File: config.mk
export PLATFORM = sky130hd
export DESIGN_NAME = alu_issue_ctrl
export DESIGN_NICKNAME = d
export VERILOG_FILES = /design/src/rtl/alu_pkg.sv /design/src/rtl/alu_req_fifo.sv /design/src/rtl/alu_issue_ctrl.sv
export SDC_FILE = /design/constraint.sdc
export NUM_CORES = 1
export LEC_CHECK = 0
export CAP_MARGIN = 10
export CORE_AREA = 3 3 149 151
export DETAILED_ROUTE_END_ITERATION = 8
export DIE_AREA = 0 0 152 154
export GPL_TIMING_DRIVEN = 0
export PLACE_DENSITY_LB_ADDON = 0.08
export REMOVE_ABC_BUFFERS = 1
export SLEW_MARGIN = 5
export SYNTH_ARGS = -nofsm -noshare
export SYNTH_HDL_FRONTEND = slang
export SYNTH_SLANG_ARGS = --single-unit
File: constraint.sdc
create_clock -name clk -period 1.9 [get_ports clk]
set_input_delay 0.19 -clock clk [delete_from_list [all_inputs] [get_ports clk]]
set_output_delay 0.19 -clock clk [all_outputs]
set_load 0.02 [all_outputs]
File: src/rtl/alu_pkg.sv
// Shared definitions for the ALU issue controller: op codes, controller
// state type and the op-class helper used when capturing overflow.
package alu_pkg;

    localparam logic [2:0] OP_ADD = 3'b000;
    localparam logic [2:0] OP_SUB = 3'b001;
    localparam logic [2:0] OP_NOT = 3'b010;
    localparam logic [2:0] OP_AND = 3'b011;
    localparam logic [2:0] OP_OR  = 3'b100;
    localparam logic [2:0] OP_XOR = 3'b101;
    localparam logic [2:0] OP_SLT = 3'b110;
    localparam logic [2:0] OP_EQ  = 3'b111;

    typedef enum logic [1:0] {
        IDLE  = 2'b00,
        RUN   = 2'b01,
        STALL = 2'b10
    } ctrl_state_t;

    // Only arithmetic ops produce a meaningful overflow flag.
    function automatic logic op_has_ovf(input logic [2:0] op);
        logic r;
        case (op)
            OP_ADD, OP_SUB:                                 r = 1'b1;
            OP_NOT, OP_AND, OP_OR, OP_XOR, OP_SLT, OP_EQ:   r = 1'b0;
            default:                                        r = 1'b0;
        endcase
        return r;
    endfunction

endpackage

File: src/rtl/alu_req_fifo.sv
// Request FIFO: DEPTH entries of WIDTH bits with occupancy count,
// full/empty flags and a head output that reads as zero when empty.
module alu_req_fifo #(
    parameter int unsigned DEPTH = 2,
    parameter int unsigned WIDTH = 71
) (
    input  logic                           clk,
    input  logic                           rst_n,
    input  logic                           push,
    input  logic [WIDTH-1:0]               wdata,
    input  logic                           pop,
    output logic [WIDTH-1:0]               head,
    output logic                           full,
    output logic                           empty,
    output logic [$clog2(DEPTH+1)-1:0]     count
);

    localparam int unsigned PTR_W = $clog2(DEPTH);
    localparam int unsigned CW    = $clog2(DEPTH + 1);

    logic [WIDTH-1:0] mem [DEPTH];
    logic [PTR_W-1:0] wr_ptr;
    logic [PTR_W-1:0] rd_ptr;
    logic             do_push;
    logic             do_pop;

    assign empty   = (count == '0);
    assign full    = (count == CW'(DEPTH));
    assign do_push = push && !full;
    assign do_pop  = pop && !empty;
    assign head    = empty ? '0 : mem[rd_ptr];

    // Storage, pointers (wrap modulo DEPTH) and occupancy count
    always_ff @(posedge clk or negedge rst_n) begin
        if (!rst_n) begin
            wr_ptr <= '0;
            rd_ptr <= '0;
            count  <= '0;
            for (int unsigned i = 0; i < DEPTH; i++) begin
                mem[PTR_W'(i)] <= '0;
            end
        end else begin
            if (do_push) begin
                mem[wr_ptr] <= wdata;
                wr_ptr      <= wr_ptr + 1'b1;
            end
            if (do_pop) begin
                rd_ptr <= rd_ptr + 1'b1;
            end
            if (do_push && !do_pop) begin
                count <= count + 1'b1;
            end else if (do_pop && !do_push) begin
                count <= count - 1'b1;
            end
        end
    end

endmodule

File: src/rtl/alu_issue_ctrl.sv
// Requester-side controller for the combinational ALU: queues requests,
// drives the ALU from the queue head, registers results into a
// valid/ready response slot, and tracks sticky overflow and op count.
module alu_issue_ctrl
    import alu_pkg::*;
#(
    parameter int unsigned DEPTH = 2,
    parameter int unsigned TAG_W = 4,
    parameter int unsigned CNT_W = 16
) (
    input  logic              clk,
    input  logic              rst_n,
    input  logic              req_valid,
    output logic              req_ready,
    input  logic [2:0]        req_op,
    input  logic [31:0]       req_a,
    input  logic [31:0]       req_b,
    input  logic [TAG_W-1:0]  req_tag,
    output logic [31:0]       alu_r1,
    output logic [31:0]       alu_r2,
    output logic [2:0]        alu_sub,
    input  logic [31:0]       alu_sum,
    input  logic              alu_overflow,
    output logic              rsp_valid,
    input  logic              rsp_ready,
    output logic [31:0]       rsp_data,
    output logic              rsp_ovf,
    output logic [TAG_W-1:0]  rsp_tag,
    output logic              ovf_sticky,
    input  logic              clr_sticky,
    output logic [CNT_W-1:0]  ops_done
);

    localparam int unsigned ENT_W = 3 + 32 + 32 + TAG_W;
    localparam int unsigned CW    = $clog2(DEPTH + 1);

    logic              push;
    logic              pop;
    logic              fifo_full;
    logic              fifo_empty;
    logic [CW-1:0]     fifo_count;
    logic [ENT_W-1:0]  fifo_head;
    logic [2:0]        head_op;
    logic [31:0]       head_a;
    logic [31:0]       head_b;
    logic [TAG_W-1:0]  head_tag;
    logic              cap_ovf;
    logic              valid_next;
    logic [CW-1:0]     cnt_next;
    ctrl_state_t       state_q;
    ctrl_state_t       state_d;

    assign req_ready = !fifo_full;
    assign push      = req_valid && !fifo_full;

    alu_req_fifo #(
        .DEPTH (DEPTH),
        .WIDTH (ENT_W)
    ) u_fifo (
        .clk   (clk),
        .rst_n (rst_n),
        .push  (push),
        .wdata ({req_op, req_a, req_b, req_tag}),
        .pop   (pop),
        .head  (fifo_head),
        .full  (fifo_full),
        .empty (fifo_empty),
        .count (fifo_count)
    );

    assign {head_op, head_a, head_b, head_tag} = fifo_head;

    // Head reads as zero when the FIFO is empty, so the ALU idles at 0.
    assign alu_r1  = head_a;
    assign alu_r2  = head_b;
    assign alu_sub = head_op;

    assign cap_ovf = alu_overflow && op_has_ovf(head_op);

    // Capture decision, next slot/occupancy and next controller state.
    // State is derived from the post-edge occupancy and slot, so STALL
    // always implies a non-empty FIFO with a full slot and IDLE an empty one.
    always_comb begin
        pop = 1'b0;
        case (state_q)
            RUN:     pop = !fifo_empty && (!rsp_valid || rsp_ready);
            STALL:   pop = rsp_ready;
            default: pop = 1'b0;
        endcase

        valid_next = rsp_valid;
        if (pop) begin
            valid_next = 1'b1;
        end else if (rsp_ready) begin
            valid_next = 1'b0;
        end

        cnt_next = fifo_count;
        if (push && !pop) begin
            cnt_next = fifo_count + 1'b1;
        end else if (pop && !push) begin
            cnt_next = fifo_count - 1'b1;
        end

        if (cnt_next == '0 && !valid_next) begin
            state_d = IDLE;
        end else if (valid_next && cnt_next != '0) begin
            state_d = STALL;
        end else begin
            state_d = RUN;
        end
    end

    // Controller state register
    always_ff @(posedge clk or negedge rst_n) begin
        if (!rst_n) begin
            state_q <= IDLE;
        end else begin
            state_q <= state_d;
        end
    end

    // Response slot: load from the ALU on capture, hold while blocked
    always_ff @(posedge clk or negedge rst_n) begin
        if (!rst_n) begin
            rsp_valid <= 1'b0;
            rsp_data  <= '0;
            rsp_ovf   <= 1'b0;
            rsp_tag   <= '0;
        end else begin
            rsp_valid <= valid_next;
            if (pop) begin
                rsp_data <= alu_sum;
                rsp_ovf  <= cap_ovf;
                rsp_tag  <= head_tag;
            end
        end
    end

    // Sticky overflow: a capturing overflow beats a same-edge clear
    always_ff @(posedge clk or negedge rst_n) begin
        if (!rst_n) begin
            ovf_sticky <= 1'b0;
        end else if (pop && cap_ovf) begin
            ovf_sticky <= 1'b1;
        end else if (clr_sticky) begin
            ovf_sticky <= 1'b0;
        end
    end

    // Completed-operation counter, wraps naturally
    always_ff @(posedge clk or negedge rst_n) begin
        if (!rst_n) begin
            ops_done <= '0;
        end else if (rsp_valid && rsp_ready) begin
            ops_done <= ops_done + 1'b1;
        end
    end

endmodule
Yosys cells after proc, flatten, opt, wreduce, memory -nomap -nowiden
Memories as Yosys holds them, arrays and structs flattened.
Cells that the tools add are included.
{"block": "word_totals", "wordCells": 72, "mem_bits_ro": 8, "ff_bits": 203, "n_memories": 1}
{"memory": "(no name shown)", "words": 8, "word_bits": 1, "read_ports": 1, "rd_ports_with_merged_regs": 0, "write_ports": 0, "line_no": "alu_pkg.sv:23", "source": "case (op)"}
{"block": "op_classes", "magnitude_cmp": 3, "mux": 18, "bitwise": 2, "reduce_logical": 28, "eq_ne": 3, "addsub": 5}
{"cell": "71-bit 2-to-1 mux", "n": 5}
{"cell": "142-bit bitwise mux", "n": 1}
{"cell": "71-bit demux with 1-bit select", "n": 1}
{"cell": "16-bit by 1-bit adder with 16-bit output (second input constant)", "n": 1}
{"cell": "1-bit logical AND", "n": 14}
{"cell": "2-bit 2-to-1 mux", "n": 6}
{"cell": "1-bit zero test", "n": 8}
{"cell": "2-bit nonzero test", "n": 3}
{"cell": "2-bit == test (second input constant)", "n": 2}
{"cell": "2-bit >= comparator (second input constant)", "n": 2}
{"cell": "2-bit zero test", "n": 2}
{"cell": "1-bit 2-to-1 mux", "n": 4}
{"cell": "1-bit inverter with 2-bit output", "n": 2}
{"cell": "1-bit adder (second input constant)", "n": 2}
{"cell": "2-bit by 1-bit adder with 2-bit output (second input constant)", "n": 1}
{"cell": "2-bit by 1-bit == test with 1-bit output (second input constant)", "n": 1}
{"cell": "2-bit by 1-bit less-than comparator with 1-bit output (second input constant)", "n": 1}
{"cell": "1-bit one-hot mux with 2 select lines", "n": 1}
{"cell": "2-bit by 1-bit subtractor with 2-bit output (second input constant)", "n": 1}
{"cell": "1-bit logical OR", "n": 1}

Logic depth before layout (Yosys ltp)
{"block": "depth", "ltp_word": 11, "mapped_depth": 9, "depth_no_buf": 8}

Cells and area by module
From an unflattened synthesis, not the netlist that was laid out.
{"block": "unflattened", "cells_unflattened": 645, "hier_area_um2": 8987.4}
{"module": "alu_req_fifo", "instances": 1, "area_each_um2": 6571.3, "seq_area_each_um2": 3653.5, "cells_each": 475}
{"module": "alu_issue_ctrl", "instances": 1, "area_each_um2": 2416.1, "seq_area_each_um2": 1426.4, "cells_each": 170}

Worst setup path after synthesis
No wires, ideal clock.
{"block": "synth_path", "kind": "register to register", "startpoint": "reg u_fifo.count[0]", "endpoint": "reg u_fifo.count[1]", "required_time_ns": 1.773, "setup_time_ns": 0.127, "arrival_time_ns": 1.938, "path_slack_ns": -0.165, "stages_incl_launch_ff": 10, "n_path_buf": 1, "period_less_slack_ns": 2.065, "cell_sequence": "dfrtp_1 > inv_1 > ha_1 > buf_2 > nor2b_1 > a22oi_4 > or3_1 > ha_1 > nand2_1 > o21ai_0"}
{"block": "synth_between", "elab_chain_cells": 8, "elab_cells_between_ends": 18}
{"element": "start, declared", "line_no": "alu_req_fifo.sv:15", "source": "output logic [$clog2(DEPTH+1)-1:0] count"}
{"element": "start signal, assigned", "line_no": "alu_req_fifo.sv:51", "source": "count <= count + 1'b1;"}
{"element": "start signal, assigned", "line_no": "alu_req_fifo.sv:53", "source": "count <= count - 1'b1;"}
{"element": "2-bit zero test", "line_no": "alu_req_fifo.sv:27", "source": "assign empty = (count == '0);"}
{"element": "1-bit zero test", "line_no": "alu_req_fifo.sv:30, alu_issue_ctrl.sv:86"}
{"element": "1-bit logical AND", "line_no": "alu_issue_ctrl.sv:86", "source": "RUN: pop = !fifo_empty && (!rsp_valid || rsp_ready);"}
{"element": "1-bit one-hot mux with 2 select lines", "line_no": "alu_issue_ctrl.sv:85", "source": "case (state_q)"}
{"element": "1-bit logical AND", "line_no": "alu_req_fifo.sv:30", "source": "assign do_pop = pop && !empty;"}
{"element": "1-bit zero test", "line_no": "alu_req_fifo.sv:50", "source": "if (do_push && !do_pop) begin"}
{"element": "1-bit logical AND", "line_no": "alu_req_fifo.sv:50"}
{"element": "2-bit 2-to-1 mux / 2-bit nonzero test (equally long branches)"}
Several ways; a longest one is shown, not always the timed one. The select of a mux whose other input is x is not followed.
A chain may end at the register's enable or synchronous reset.

Worst setup path after layout
{"block": "layout_path", "startpoint": "reg u_fifo.count[1]", "endpoint": "reg rsp_data[16]"}
{"block": "layout_between", "elab_chain_cells": 4}
{"element": "2-bit zero test", "line_no": "alu_req_fifo.sv:27"}
{"element": "1-bit zero test", "line_no": "alu_issue_ctrl.sv:86"}
{"element": "1-bit logical AND", "line_no": "alu_issue_ctrl.sv:86"}
{"element": "1-bit one-hot mux with 2 select lines", "line_no": "alu_issue_ctrl.sv:85"}
{"element": "end signal, assigned", "line_no": "alu_issue_ctrl.sv:133", "source": "rsp_data <= alu_sum;"}
{"element": "end, declared", "line_no": "alu_issue_ctrl.sv:26", "source": "output logic [31:0] rsp_data,"}
No other way between the ends.

==> run metrics <==
FILL cells=approximately 1600; Leak=6.01 nW; Post-synth EDFFs=0; worst reg2reg setup slack=-120 ps; total grt overflow=0; area of the mapped netlist=~0.0094 mm2; Synth Warn #=0; TritonCTS Buffers=24; P&R area growth vs syn=44.0%; Final min period=slightly above 2000 ps; overall routing resource usage=19.4%; Die Ht=between 150 and 200 um; share of the synthesized area in the top cell type=a little over half; Avg Cell Area, Syn=roughly 13 um2; final setup fails=94; Worst path slowest cell=dfrtp_1; max incr delay on CP=380 ps; crit path max fanout=6; ys flop type=dfrtp_1; site row count=53; PD cells=roughly 2000 mW/mm2; CP endpoint kind=flop; cell with the most instances after synthesis=dfrtp_1; unrepaired setup endpoints after global routing=yes; Netlist cell types=38; total power=~28 mW; clock sink count=around 200; max frequency=around 0.50 GHz; DRC Markers=0; number of port buffers=between 200 and 250; Slew HR=between 40% and 50%; Die ar.=around 0.023 mm2; H-tree depth=1; Starting Density=44.9%; Gate Count Post-Synth=708; status=complete, but fails checks; design area=about 0.014 mm2; CTS Buffer Depth=3; initial antenna violation count=0; Commonest cells post-synth=203 x dfrtp_1, 80 x mux2_2, 76 x mux2_1; asr flop ratio synth=100%; Final Hold Viols=0; vias per inst=5.03; Clock Root Buffer=clkbuf_16; sequential cell area fraction in the yosys report=a little over half; DR pass1 iterations=4; CTS tree=yes; fin crit share=106%; Die Wd=about 150 um; worst-skew pair later-pin latency=roughly 500 ps; core area=approximately 0.021 mm2; post-route setup slack=-118 ps; max-capacitance violation count=0; max-slew violations=0; vias in the first global route=6571; Ports=~230; WHS=283 ps; DR iter-0 viols=around 240; Setup crit start kind=flop; Via Count=around 6100; drt wl/cell=19.9 um; Total Nets Final=~1000; fraction of layout cells with a size suffix above 1=about 36%; Synth Register Bits=roughly 200; failing checks=setup timing; detailed placement HPWL=between 10000 and 15000 um; clk_skew=11.7 ps; Final ANT Viol Nets=0; worst slack at placement=-782 ps; Worst IR Drop VDD=between 1000 and 1500 uV; n_diodes=0; routability cong.=roughly 0.78; Routed WL=~24000 um; CTS clock-pin slew for the worst setup and hold paths=around 60 ps; hold crit path type=primary input to async pin; Setup CP Type=flop to flop; Req. time, crit path=2280 ps; cell chain of the critical path=inv_2 > ha_4 > buf_16 > nor2b_4 > a22oi_4 > buf_12 > nor2_4 > clkbuf_16 > mux2_4; Synth area leader=dfrtp_1; first-pass GRT wire length=36700 um; top cells by area, synth=dfrtp_1 54%, mux2_2 9.6%, mux2_1 9.1%, mux2i_1 7.5%, buf_4 5.3%; dpl cell area=between 0.01 and 0.015 mm2; slew at the pin closest to its max-slew limit=just over 800 ps; Critical Path AT=2400 ps; largest net degree at the start of global routing=104
[cells by family (layout without fill, tap and decap cells)]
kind of cell / after synthesis / count (layout) / share of synthesized area, %
and+or+nand+nor: 106 / 108 / 5.09
DFF: 203 / 203 / 53.9
muxes: 247 / 247 / 29.4
AOI/OAI and AO/OA: 15 / 15 / 1.24
buffers and inverters: 111 / 340 / 7.65
xor gates and xnor gates: 19 / 19 / 1.77
adders and majority gates: 7 / 7 / 0.930
[state kept, by name (all words and copies together), names as in the netlist]
register and cells:
u_fifo.wr_ptr 1, u_fifo.rd_ptr 1, state_q 2, rsp_valid 1, rsp_tag 4, ops_done 16
ovf_sticky 1, rsp_data 32, rsp_ovf 1, u_fifo.count 2, u_fifo.mem 142
[area by class of cell]
| cell class | instances | area [um2] | area share, % |
|---|---|---|---|
| tap | 275 | 344 | 2.54 |
| sequential | 203 | 5080 | 37.5 |
| clock inverter | 2 | 10.0 | 0.0738 |
| clock buffer | 39 | 758 | 5.59 |
| multi-input combinational | 396 | 4050 | 29.9 |
| inverter | 9 | 41.3 | 0.305 |
| timing repair buffer | 290 | 3270 | 24.1 |
[final timing paths]
kind,start,end,cells past startpoint
setup / recovery,u_fifo.count[1],rsp_data[16],9
hold / removal,rst_n,u_fifo.mem[55],2
setup reg to reg,u_fifo.count[1],rsp_data[16],9
hold reg to reg,ops_done[15],ops_done[15],1
max in group asynchronous,rst_n,u_fifo.rd_ptr,3
min in group clk,req_b[25],u_fifo.mem[29],2
[through the flow]
step,std cells,TNS [ps],utilization [%]
global placement,1112,-2115580,54.3
finish,1214,-5540,64.7
CTS,1200,-8700,62.1
detailed placement,1119,-98460,55.4
floorplan,606,-267730,-
global route,1214,-13760,64.7
[cells in the final DEF (no fill, tap or decap), drive strengths merged]
master,n
a22o,1
mux2,176
or2,1
nand2,7
dlygate4sd3,1
o22a,1
a211oi,1
xor2,7
a21oi,1
mux2i,71
nor4,2
dfrtp,203
nor2b,1
xnor2,12
and3,2
nor3b,1
inv,9
dlygate4sd2,1
clkdlybuf4s50,162
nand4,2
nor3,3
o41ai,4
o21ai,6
a22oi,1
clkinv,2
clkbuf,47
nor2,77
bufbuf,2
nand2b,2
ha,7
or3,1
nand3,9
buf,116
[worst max-delay path, delay by kind of cell, from the launching register on]
family                   cells  cell delay [ps]
AO/OA/AOI/OAI                1              100
adder cells (fa/ha/maj)      1              220
buffers and inverters        4              590
flip-flops                   1              380
multiplexers                 1              290
AND/OR/NAND/NOR              2              310
[power breakdown]
part	leakage, nW	total [mW]	internal [mW]	switching (mW)
logic	3.21	15.7	8.48	7.22
clock network	0.381	4.39	2.70	1.70
registers	2.42	7.78	6.46	1.32
total	6.01	27.9	17.6	10.2
[per-layer routing]
metal	part of all wire (%)	vias to the layer above	wire length [um]	track usage, %
li1	-	2814	-	-
met1	42	3107	10100	24.3
met2	51	157	12300	34.2
met3	4.9	33	1190	4.28
met4	2.3	0	550	5.01
met5	0	-	0	0
[timing repair]
item                                    in CTS  in global routing
hold buffers                                 1                  0
endpoints found under the setup margin     253                126
endpoints found under the hold margin      102                  0
pin swaps                                    9                  9
gates resized for setup                    357                116
buffers inserted                            30                  6
gates cloned                                 9                  8
Note: power is estimated with default switching activity, not from simulation.
